[src/rtl/sddr_pkg.sv]
// rtl/sddr_pkg.sv - shared types and geometry helpers for the simple DDR controller
package sddr_pkg;

    typedef enum logic [2:0] {
        ST_IDLE    = 3'd0,
        ST_RD_REQ  = 3'd1,
        ST_RD_WAIT = 3'd2,
        ST_WR_REQ  = 3'd3,
        ST_RESP    = 3'd4
    } adapter_state_e;

    localparam int CPU_WORD_BITS = 32;

    // Width of one full burst line in bits.
    function automatic int line_bits(input int burst_length, input int data_bits);
        return burst_length * data_bits;
    endfunction

    // Number of byte-offset bits inside one line.
    function automatic int off_bits(input int burst_length, input int data_bits);
        return $clog2((burst_length * data_bits) / 8);
    endfunction

    // Index of the 32-bit word inside its line for a byte address.
    function automatic int word_sel(input logic [31:0] byte_addr, input int offb);
        return int'((byte_addr >> 2) & ((32'd1 << (offb - 2)) - 32'd1));
    endfunction

endpackage

[src/rtl/sddr_line_merge.sv]
// rtl/sddr_line_merge.sv - byte-masked word merge into a line, plus word extraction
module sddr_line_merge
    import sddr_pkg::*;
#(
    parameter int LINE_BITS = 128,
    localparam int WORDS     = LINE_BITS / CPU_WORD_BITS,
    localparam int WSEL_BITS = $clog2(WORDS)
) (
    input  logic [LINE_BITS-1:0]     line_i,
    input  logic [WSEL_BITS-1:0]     word_sel_i,
    input  logic [CPU_WORD_BITS-1:0] data_i,
    input  logic [3:0]               be_i,
    output logic [LINE_BITS-1:0]     line_o,
    output logic [CPU_WORD_BITS-1:0] word_o,
    output logic [CPU_WORD_BITS-1:0] merged_word_o
);

    // Replace the enabled bytes of the selected word; also expose old and new word
    always_comb begin
        int base;
        base          = int'(word_sel_i) * CPU_WORD_BITS;
        line_o        = line_i;
        word_o        = line_i[base +: CPU_WORD_BITS];
        merged_word_o = word_o;
        for (int b = 0; b < 4; b++) begin
            if (be_i[b]) begin
                line_o[base + 8*b +: 8]   = data_i[8*b +: 8];
                merged_word_o[8*b +: 8]   = data_i[8*b +: 8];
            end
        end
    end

endmodule

[src/rtl/sddr_line_adapter.sv]
// rtl/sddr_line_adapter.sv - CPU word port to full-line DDR burst commands with a one-line read buffer
module sddr_line_adapter
    import sddr_pkg::*;
#(
    parameter int BANK_BITS    = 3,
    parameter int ROW_BITS     = 13,
    parameter int COL_BITS     = 10,
    parameter int DATA_BITS    = 16,
    parameter int BURST_LENGTH = 8,
    localparam int LINE_BITS    = line_bits(BURST_LENGTH, DATA_BITS),
    localparam int OFF_BITS     = off_bits(BURST_LENGTH, DATA_BITS),
    localparam int ADDRESS_BITS = BANK_BITS + ROW_BITS + COL_BITS + $clog2(DATA_BITS / 8),
    localparam int WSEL_BITS    = $clog2(LINE_BITS / CPU_WORD_BITS),
    localparam int TAG_BITS     = ADDRESS_BITS - OFF_BITS
) (
    input  logic                     cpu_clock_i,
    input  logic                     reset_i,
    input  logic                     invalidate_i,
    input  logic                     cpu_req_valid,
    output logic                     cpu_req_ack,
    input  logic                     cpu_req_write,
    input  logic [ADDRESS_BITS-1:0]  cpu_req_address,
    input  logic [31:0]              cpu_req_data,
    input  logic [3:0]               cpu_req_be,
    output logic                     cpu_rsp_valid,
    output logic [31:0]              cpu_rsp_data,
    output logic                     data_cmd_valid,
    input  logic                     data_cmd_ack,
    output logic [ADDRESS_BITS-1:0]  data_cmd_address,
    output logic                     data_cmd_write,
    output logic [LINE_BITS-1:0]     data_cmd_data_o,
    input  logic                     data_rsp_ready,
    input  logic [LINE_BITS-1:0]     data_rsp_data_i
);

    adapter_state_e state_q, state_d;

    logic                    line_valid_q;
    logic                    poison_q;
    logic [TAG_BITS-1:0]     tag_q;
    logic [LINE_BITS-1:0]    line_q;
    logic [LINE_BITS-1:0]    cmd_line_q;
    logic [ADDRESS_BITS-1:0] req_addr_q;
    logic [31:0]             req_data_q;
    logic [3:0]              req_be_q;
    logic                    req_write_q;
    logic [31:0]             rsp_data_q;

    logic accept;
    logic hit;
    logic cmd_fire;

    logic [LINE_BITS-1:0] m_line;
    logic [WSEL_BITS-1:0] m_sel;
    logic [31:0]          m_data;
    logic [3:0]           m_be;
    logic [LINE_BITS-1:0] m_line_merged;
    logic [31:0]          m_word_old;
    logic [31:0]          m_word_new;

    assign accept   = cpu_req_valid && cpu_req_ack;
    assign hit      = line_valid_q && (tag_q == cpu_req_address[ADDRESS_BITS-1:OFF_BITS]) && !invalidate_i;
    assign cmd_fire = data_cmd_valid && data_cmd_ack;

    // One merge unit: in IDLE it works on the buffer and the live request, otherwise on the fetched line
    always_comb begin
        if (state_q == ST_IDLE) begin
            m_line = line_q;
            m_sel  = WSEL_BITS'(word_sel(32'(cpu_req_address), OFF_BITS));
            m_data = cpu_req_data;
            m_be   = cpu_req_be;
        end else begin
            m_line = data_rsp_data_i;
            m_sel  = WSEL_BITS'(word_sel(32'(req_addr_q), OFF_BITS));
            m_data = req_data_q;
            m_be   = req_be_q;
        end
    end

    sddr_line_merge #(
        .LINE_BITS(LINE_BITS)
    ) u_merge (
        .line_i        (m_line),
        .word_sel_i    (m_sel),
        .data_i        (m_data),
        .be_i          (m_be),
        .line_o        (m_line_merged),
        .word_o        (m_word_old),
        .merged_word_o (m_word_new)
    );

    // State register
    always_ff @(posedge cpu_clock_i) begin
        if (reset_i) begin
            state_q <= ST_IDLE;
        end else begin
            state_q <= state_d;
        end
    end

    // Next-state decode
    always_comb begin
        state_d = state_q;
        case (state_q)
            ST_IDLE: begin
                if (accept) begin
                    if (!cpu_req_write) begin
                        state_d = hit ? ST_RESP : ST_RD_REQ;
                    end else if (cpu_req_be == 4'b0000) begin
                        state_d = ST_RESP;
                    end else begin
                        state_d = hit ? ST_WR_REQ : ST_RD_REQ;
                    end
                end
            end
            ST_RD_REQ:  if (cmd_fire) state_d = ST_RD_WAIT;
            ST_RD_WAIT: if (data_rsp_ready) state_d = req_write_q ? ST_WR_REQ : ST_RESP;
            ST_WR_REQ:  if (cmd_fire) state_d = ST_RESP;
            ST_RESP:    state_d = ST_IDLE;
            default:    state_d = ST_IDLE;
        endcase
    end

    // Outputs decoded from state; command address is forced to zero when no command is offered
    always_comb begin
        cpu_req_ack      = (state_q == ST_IDLE) && !reset_i;
        cpu_rsp_valid    = (state_q == ST_RESP);
        data_cmd_valid   = (state_q == ST_RD_REQ) || (state_q == ST_WR_REQ);
        data_cmd_write   = (state_q == ST_WR_REQ);
        data_cmd_address = '0;
        if (data_cmd_valid) begin
            data_cmd_address = {req_addr_q[ADDRESS_BITS-1:OFF_BITS], {OFF_BITS{1'b0}}};
        end
        data_cmd_data_o  = cmd_line_q;
        cpu_rsp_data     = rsp_data_q;
    end

    // Request latch, line buffer, tag/valid and poison tracking
    always_ff @(posedge cpu_clock_i) begin
        if (reset_i) begin
            line_valid_q <= 1'b0;
            poison_q     <= 1'b0;
            tag_q        <= '0;
            line_q       <= '0;
            cmd_line_q   <= '0;
            req_addr_q   <= '0;
            req_data_q   <= '0;
            req_be_q     <= '0;
            req_write_q  <= 1'b0;
            rsp_data_q   <= '0;
        end else begin
            case (state_q)
                ST_IDLE: begin
                    if (invalidate_i) line_valid_q <= 1'b0;
                    if (accept) begin
                        req_addr_q  <= cpu_req_address;
                        req_data_q  <= cpu_req_data;
                        req_be_q    <= cpu_req_be;
                        req_write_q <= cpu_req_write;
                        if (!cpu_req_write) begin
                            if (hit) rsp_data_q <= m_word_old;
                        end else if (cpu_req_be == 4'b0000) begin
                            rsp_data_q <= hit ? m_word_old : 32'd0;
                        end else if (hit) begin
                            line_q     <= m_line_merged;
                            cmd_line_q <= m_line_merged;
                            rsp_data_q <= m_word_new;
                        end
                    end
                end
                ST_RD_REQ: begin
                    if (invalidate_i) poison_q <= 1'b1;
                end
                ST_RD_WAIT: begin
                    if (data_rsp_ready) begin
                        // An invalidate landing on the fill cycle must also keep the line invalid
                        line_q       <= req_write_q ? m_line_merged : data_rsp_data_i;
                        cmd_line_q   <= m_line_merged;
                        tag_q        <= req_addr_q[ADDRESS_BITS-1:OFF_BITS];
                        line_valid_q <= !(poison_q || invalidate_i);
                        poison_q     <= 1'b0;
                        rsp_data_q   <= req_write_q ? m_word_new : m_word_old;
                    end else if (invalidate_i) begin
                        poison_q <= 1'b1;
                    end
                end
                default: begin
                    if (invalidate_i) line_valid_q <= 1'b0;
                end
            endcase
        end
    end

endmodule

[config.mk]
export PLATFORM = sky130hd
export DESIGN_NAME = sddr_line_adapter
export DESIGN_NICKNAME = d
export VERILOG_FILES = /design/src/rtl/sddr_pkg.sv /design/src/rtl/sddr_line_merge.sv /design/src/rtl/sddr_line_adapter.sv
export SDC_FILE = /design/constraint.sdc
export NUM_CORES = 1
export LEC_CHECK = 0
export CORE_UTILIZATION = 56
export DETAILED_ROUTE_END_ITERATION = 7
export DONT_BUFFER_PORTS = 1
export PLACE_DENSITY_LB_ADDON = 0.25
export SLEW_MARGIN = 0
export SYNTH_ARGS = -nofsm -noshare
export SYNTH_HDL_FRONTEND = slang
export SYNTH_SLANG_ARGS = --single-unit
[constraint.sdc]
create_clock -name cpu_clock_i -period 5.8 [get_ports cpu_clock_i]
set_input_delay 0.87 -clock cpu_clock_i [delete_from_list [all_inputs] [get_ports cpu_clock_i]]
set_output_delay 0.87 -clock cpu_clock_i [all_outputs]
set_load 0.01 [all_outputs]
==> results.sh, run 1 <==
export IMPL_path_class="reg2reg"
export IMPL_critPathMaxFanout=19
export IMPL_clkTransAtPathRegs_ns=0.06
export IMPL_cts_tree="done"
export IMPL_synthDistinctLibCells=55
export IMPL_antenna_found_initial=1
export IMPL_fin_crit_sh_pct=65.5
export IMPL_met2WireLength_um=32100
export IMPL_cts_setup_buffers=0
export IMPL_wl_met1_um=26700
export IMPL_areaGrowthSynthToFinish_pct=6.89
export IMPL_top_layer_used="met5"
export IMPL_grtUsageTotal_pct=37.4
export IMPL_grt_ovfl_total=0
export IMPL_grt_max_degree=412
export IMPL_relSlewSlack_pct=11.9
export IMPL_fmax_mhz=263
export IMPL_die_y_um=194
export IMPL_p_leak_uw=0.00719
export IMPL_start_util_pct=57.3
export IMPL_syn_area_mm2=0.0206
export IMPL_critPathBufInv=1
export IMPL_wire_per_inst_um=23.7
export IMPL_antenna_diode_count=0
export IMPL_postCtsResizedCells=0
export IMPL_drive_gt1_share_pct=9.36
export IMPL_dr_pass1_iters=8
export IMPL_final_cell_count_no_fill=3057
export IMPL_ys_warnings_count=0
export IMPL_required_ns=6.26
export IMPL_async_reset_ff_share_pct=0
export IMPL_pin_count=389
export IMPL_cap_violations=0
export IMPL_arrival_ns=4.26
export IMPL_fin_skew_ns=0.0220
export IMPL_core_area_mm2=0.0359
export IMPL_drc=0
export IMPL_vias=20200
export IMPL_dp_hpwl_um=47100
export IMPL_grt_pass1_vias=19300
export IMPL_drt_iter0_markers=2457
export IMPL_die_x_um=194
export IMPL_cts_root_buf="clkbuf_16"
export IMPL_yosysSeqAreaShare_pct=36.8
export IMPL_syn_area_per_cell_um2=7.56
export IMPL_hold_path_class="in2reg"
export IMPL_ys_ff_latch=378
export IMPL_num_rows=69
export IMPL_clk_latency_ns=0.58
export IMPL_cts_made_buffers=42
export IMPL_maxSlewViolCount=0
export IMPL_ys_flop_type="dfxtp_1"
export IMPL_final_nets=2768
export IMPL_clock_path_buffers=3
export IMPL_ir_drop_mv=0.214
export IMPL_cts_sinks=378
export IMPL_portBuffers=0
export IMPL_rsz0062_at_grt="false"
export IMPL_grt_pass1_wl_um=111000
export IMPL_tns_ns=0
export IMPL_outcome="finished clean"
export IMPL_power_density_mw_per_mm2=305
export IMPL_layout_min_cycle_time_ns=3.80
export IMPL_route_met3_wl_um=8410
export IMPL_synth_edf_count=0
export IMPL_cpLargestDelayFamily="simple AND/OR/NAND/NOR gates"
export IMPL_postSynthCellCount=2723
export IMPL_hold_viol_final=0
export IMPL_path_cells="nor3_4, mux2i_4, buf_4, ha_1, a21boi_2, nand4b_1, nor2_1, nor3_1, o41ai_1"
export IMPL_crit_path_max_incr_delay_ns=0.54
export IMPL_htree_levels=2
export IMPL_endpoint_kind="flop"
export IMPL_place_inst=2982
export IMPL_setup_violations_final=0
export IMPL_ant_nets=0
export IMPL_worstMarginPinSlew_ns=1.31
export IMPL_dieArea_mm2=0.0375
export IMPL_via_per_inst=6.61
export IMPL_start_kind="flop"
export IMPL_cp_slowest_cell="nand4b_1"
export IMPL_wirelength_um=72400
export IMPL_ctsHoldBuffers=0
export IMPL_gp_congestion=0.907
==> per-stage QoR <==
step	setup WS, ns	power (uW)	cell area, um2	hold slack [ns]	utilization [%]
3_3_place_gp	2.05	3890	20600	0.443	57.2
5_1_grt	1.75	6930	22000	0.388	61.3
6_report	2.00	6720	22000	0.392	61.3
3_5_place_dp	1.98	3920	20600	0.456	57.2
2_1_floorplan	2.45	3670	20600	0.441	-
4_1_cts	2.01	6710	22000	0.384	61.3
==> where the power goes <==
group	switching [uW]	internal, uW	leakage, uW	total [uW]
Sequential	70.1	2680	0.00306	2750
Clock	1120	1700	0.000718	2820
Combinational	749	404	0.00341	1150
==> kinds of logic after synthesis <==
| logic type | synth area share [%] |
|---|---|
| and+or+nand+nor | 27.0 |
| AOI/OAI and AO/OA | 19.3 |
| muxes | 10.7 |
| DFF | 36.8 |
| buffers and inverters | 4.89 |
| other | 0.0182 |
| xor gates and xnor gates | 1.02 |
| adders and majority gates | 0.304 |
==> cells in the final DEF, fill, tap and decap left out, types with 5 or more instances in the layout <==
cell type / synthesis / layout
ha_1: 5 / 5
dfxtp_1: 378 / 377
nand2b_1: 71 / 70
a31oi_1: 98 / 98
clkbuf_16: 0 / 45
clkbuf_1: 180 / 9
a211oi_1: 23 / 23
mux2_2: 55 / 55
nand2_1: 762 / 762
nor2_1: 240 / 239
nor3_1: 115 / 115
o21ai_0: 66 / 66
xnor2_1: 8 / 8
nand3_1: 22 / 22
mux4_2: 63 / 63
clkbuf_8: 0 / 12
xor2_1: 16 / 16
and2_1: 25 / 24
a311oi_1: 104 / 104
o41ai_1: 33 / 33
buf_4: 6 / 34
mux2i_1: 15 / 12
nor2b_1: 10 / 10
nor4_1: 5 / 5
clkinv_2: 0 / 5
a21oi_1: 269 / 268
o21ai_1: 16 / 16
nand3b_1: 32 / 32
==> cells in the mapped netlist (all sizes together) (5+ instances only) <==
cell type	instances	area (um2)
nand2b	71	444
xnor2	8	70.1
nor2b	10	62.6
clkbuf	180	676
o41ai	33	289
a31oi	98	613
ha	5	62.6
a311oi	104	911
nor4	5	31.3
buf	62	315
a21oi	269	1350
nor2	240	901
a211oi	23	173
o21ai	82	410
mux4	63	1420
mux2	55	619
nand2	762	2860
mux2i	16	173
nor3	116	592
and2	25	156
nand3b	32	240
dfxtp	378	7570
xor2	16	140
nand3	23	120
==> worst paths after layout <==
| kind | start | to | slack [ns] | cells after the start |
|---|---|---|---|---|
| worst max-delay path | state_q[2] | line_q[1] | 2.00 | 9 |
| worst min-delay path | reset_i | cpu_rsp_data[2] | 0.39 | 1 |
| worst max register to register | state_q[2] | line_q[1] | 2.00 | 9 |
| worst min register to register | tag_q[14] | tag_q[14] | 0.46 | 2 |
==> cell type report <==
type                            instances  area [um2]
Fill cell                            3218       13900
Timing Repair Buffer                   37         315
Tap cell                              461         577
Sequential cell                       378        7570
Clock inverter                          9         124
Multi-Input combinational cell       2102       12100
Inverter                                4        15.0
Clock buffer                           66        1330
==> registers in the layout, summed over array words and instances, names as in the netlist <==
name             cells
data_cmd_data_o    128
req_be_q             4
poison_q             1
state_q              3
line_valid_q         1
tag_q               23
line_q             128
req_addr_q          25
cpu_rsp_data        32
req_write_q          1
req_data_q          32
==> metal layers <==
metal | global-route usage, % | vias to the layer above
met5 | 0 | -
met3 | 11.9 | 270
li1 | - | 9230
met4 | 25.2 | 2
met2 | 57.7 | 1186
met1 | 44.8 | 9524
(Power assumes the default switching activity.)
==> run 2, diff against run 1 <==
==> constraint.sdc (replaced) <==
create_clock -name cpu_clock_i -period 3.3 [get_ports cpu_clock_i]
set_input_delay 0.495 -clock cpu_clock_i [delete_from_list [all_inputs] [get_ports cpu_clock_i]]
set_output_delay 0.495 -clock cpu_clock_i [all_outputs]
set_load 0.01 [all_outputs]
==> results.sh, run 2 (synthesis results as in run 1) <==
export IMPL_arrival_ns=3.62
export IMPL_pin_count=389
export IMPL_layout_common_cells="762 x nand2_1, 377 x dfxtp_1, 268 x a21oi_1"
export IMPL_gp_congestion=0.900
export IMPL_met3_usage_pct=10.3
export IMPL_required_ns=3.74
export IMPL_via_per_inst=6.53
export IMPL_timing_rr_end="line_q[64]"
export IMPL_areaGrowthSynthToFinish_pct=8.36
export IMPL_hold_viol_final=0
export IMPL_power_density_mw_per_mm2=536
export IMPL_fin_skew_ns=0.0144
export IMPL_die_x_um=194
export IMPL_antenna_diode_count=0
export IMPL_outcome="finished clean"
export IMPL_p_leak_uw=0.00734
export IMPL_relSlewSlack_pct=16.5
export IMPL_portBuffers=0
export IMPL_layout_min_cycle_time_ns=3.18
export IMPL_hold_path_class="in2reg"
export IMPL_dieArea_mm2=0.0375
export IMPL_drc=0
export IMPL_final_nets=2795
export IMPL_grt_ovfl_total=0
export IMPL_grt_busiest_layer="met2"
export IMPL_fmax_mhz=314
export IMPL_crit_start="reset_i"
export IMPL_start_util_pct=57.3
export IMPL_die_y_um=194
export IMPL_p_total_uw=12000
export IMPL_grt_pass1_vias=19000
export IMPL_final_common_cell="nand2_1"
export IMPL_regToRegSetupSlack_ns=0.25
export IMPL_grtUsageTotal_pct=37.3
export IMPL_cap_violations=0
export IMPL_clkTransAtPathRegs_ns=0.06
export IMPL_maxSlewViolCount=0
export IMPL_fin_crit_sh_pct=96.4
export IMPL_place_ws_ns=0.146
export IMPL_core_area_mm2=0.0359
export IMPL_tns_ns=0
export IMPL_cts_tree="done"
export IMPL_clock_path_buffers=3
export IMPL_path_class="in2reg"
export IMPL_postLayoutCoreUtil_pct=62.1
export IMPL_ctsHoldBuffers=0
export IMPL_wirelength_um=72000
export IMPL_fin_ws_ns=0.119
export IMPL_endpoint_kind="flop"
export IMPL_ir_drop_mv=0.504
export IMPL_antenna_found_initial=1
export IMPL_globalRouteMet2Util_pct=56.5
export IMPL_rsz0062_at_grt="false"
export IMPL_dp_hpwl_um=47900
export IMPL_clk_latency_ns=0.57
export IMPL_grt_max_degree=412
export IMPL_start_kind="input port"
export IMPL_ant_nets=0
export IMPL_cts_made_buffers=44
export IMPL_cts_sinks=378
export IMPL_wire_per_inst_um=23.3
export IMPL_vias=20200
export IMPL_drive_gt1_share_pct=10.4
export IMPL_setup_worst_path_end="line_q[125]"
export IMPL_worstMarginPinSlew_ns=1.25
export IMPL_dr_pass1_iters=6
export IMPL_r2r_cells=9
export IMPL_drt_iter0_markers=2298
export IMPL_num_rows=69
export IMPL_rr_startpoint="state_q[2]"
export IMPL_cts_root_buf="clkbuf_16"
export IMPL_critPathMaxFanout=411
export IMPL_htree_levels=2
export IMPL_grt_pass1_wl_um=110000
export IMPL_setup_violations_final=0
export IMPL_grt_util_met1_pct=46.3
==> run 2: cell types whose count changed in the layout (fill, tap and decap cells not counted), sizes merged <==
| cell | delta |
|---|---|
| buf | +25 |
| clkbuf | -2 |
| clkinv | +2 |
| clkinvlp | +2 |
| inv | +2 |
| bufinv | +1 |
==> run 2: layout make-up <==
type / count / area [um2]
Multi-Input combinational cell: 2102 / 12100
Sequential cell: 378 / 7570
Inverter: 4 / 15.0
Tap cell: 461 / 577
Fill cell: 3216 / 13600
Timing Repair Buffer: 62 / 566
Clock buffer: 64 / 1300
Clock inverter: 16 / 193
==> run 2: power by group <==
group	internal, uW	switching, uW	total [uW]
clock	3040	2020	5060
sequential	4710	124	4830
combinational	751	1330	2080
==> run 2: worst min-delay path by stage <==
stage,from,end,slack (ns),depth (start not counted)
after floorplan,req_addr_q[4],tag_q[0],0.44,2
after global placement,req_addr_q[23],tag_q[19],0.44,2
after detailed placement,req_addr_q[23],tag_q[19],0.45,2
after CTS,reset_i,tag_q[0],0.01,1
after global routing,reset_i,tag_q[4],0.01,1
final,cpu_req_data[13],req_data_q[13],0.03,2
==> run 2: metal layers <==
layer / up-vias / wire [um]
li1: 9283 / -
met1: 9417 / 26500
met2: 1217 / 31500
met3: 246 / 8920
met4: 2 / 5070
met5: - / 9
==> run 2: per-stage QoR <==
stage,std cells,hold WS (ns),instance area [um2]
5_1_grt,3087,0.0142,22300
2_1_floorplan,2726,0.441,20600
4_1_cts,3086,0.0100,22300
3_5_place_dp,3006,0.452,20800
3_3_place_gp,3006,0.444,20800
6_report,3087,0.0330,22300
==> run 2: timing repair <==
item | 4_1_cts | 5_1_grt
setup endpoints to repair | 0 | 9
gates resized for setup | 0 | 2
setup buffers | 0 | 1
==> run 2: critical path, stage by stage <==
cell,delay (ns)
or3b_1,0.72
a211o_1,0.31
nand2b_1,0.20
o31ai_4,0.31
buf_12,0.27
buf_4,0.38
nor2_1,0.09
a311oi_1,0.29
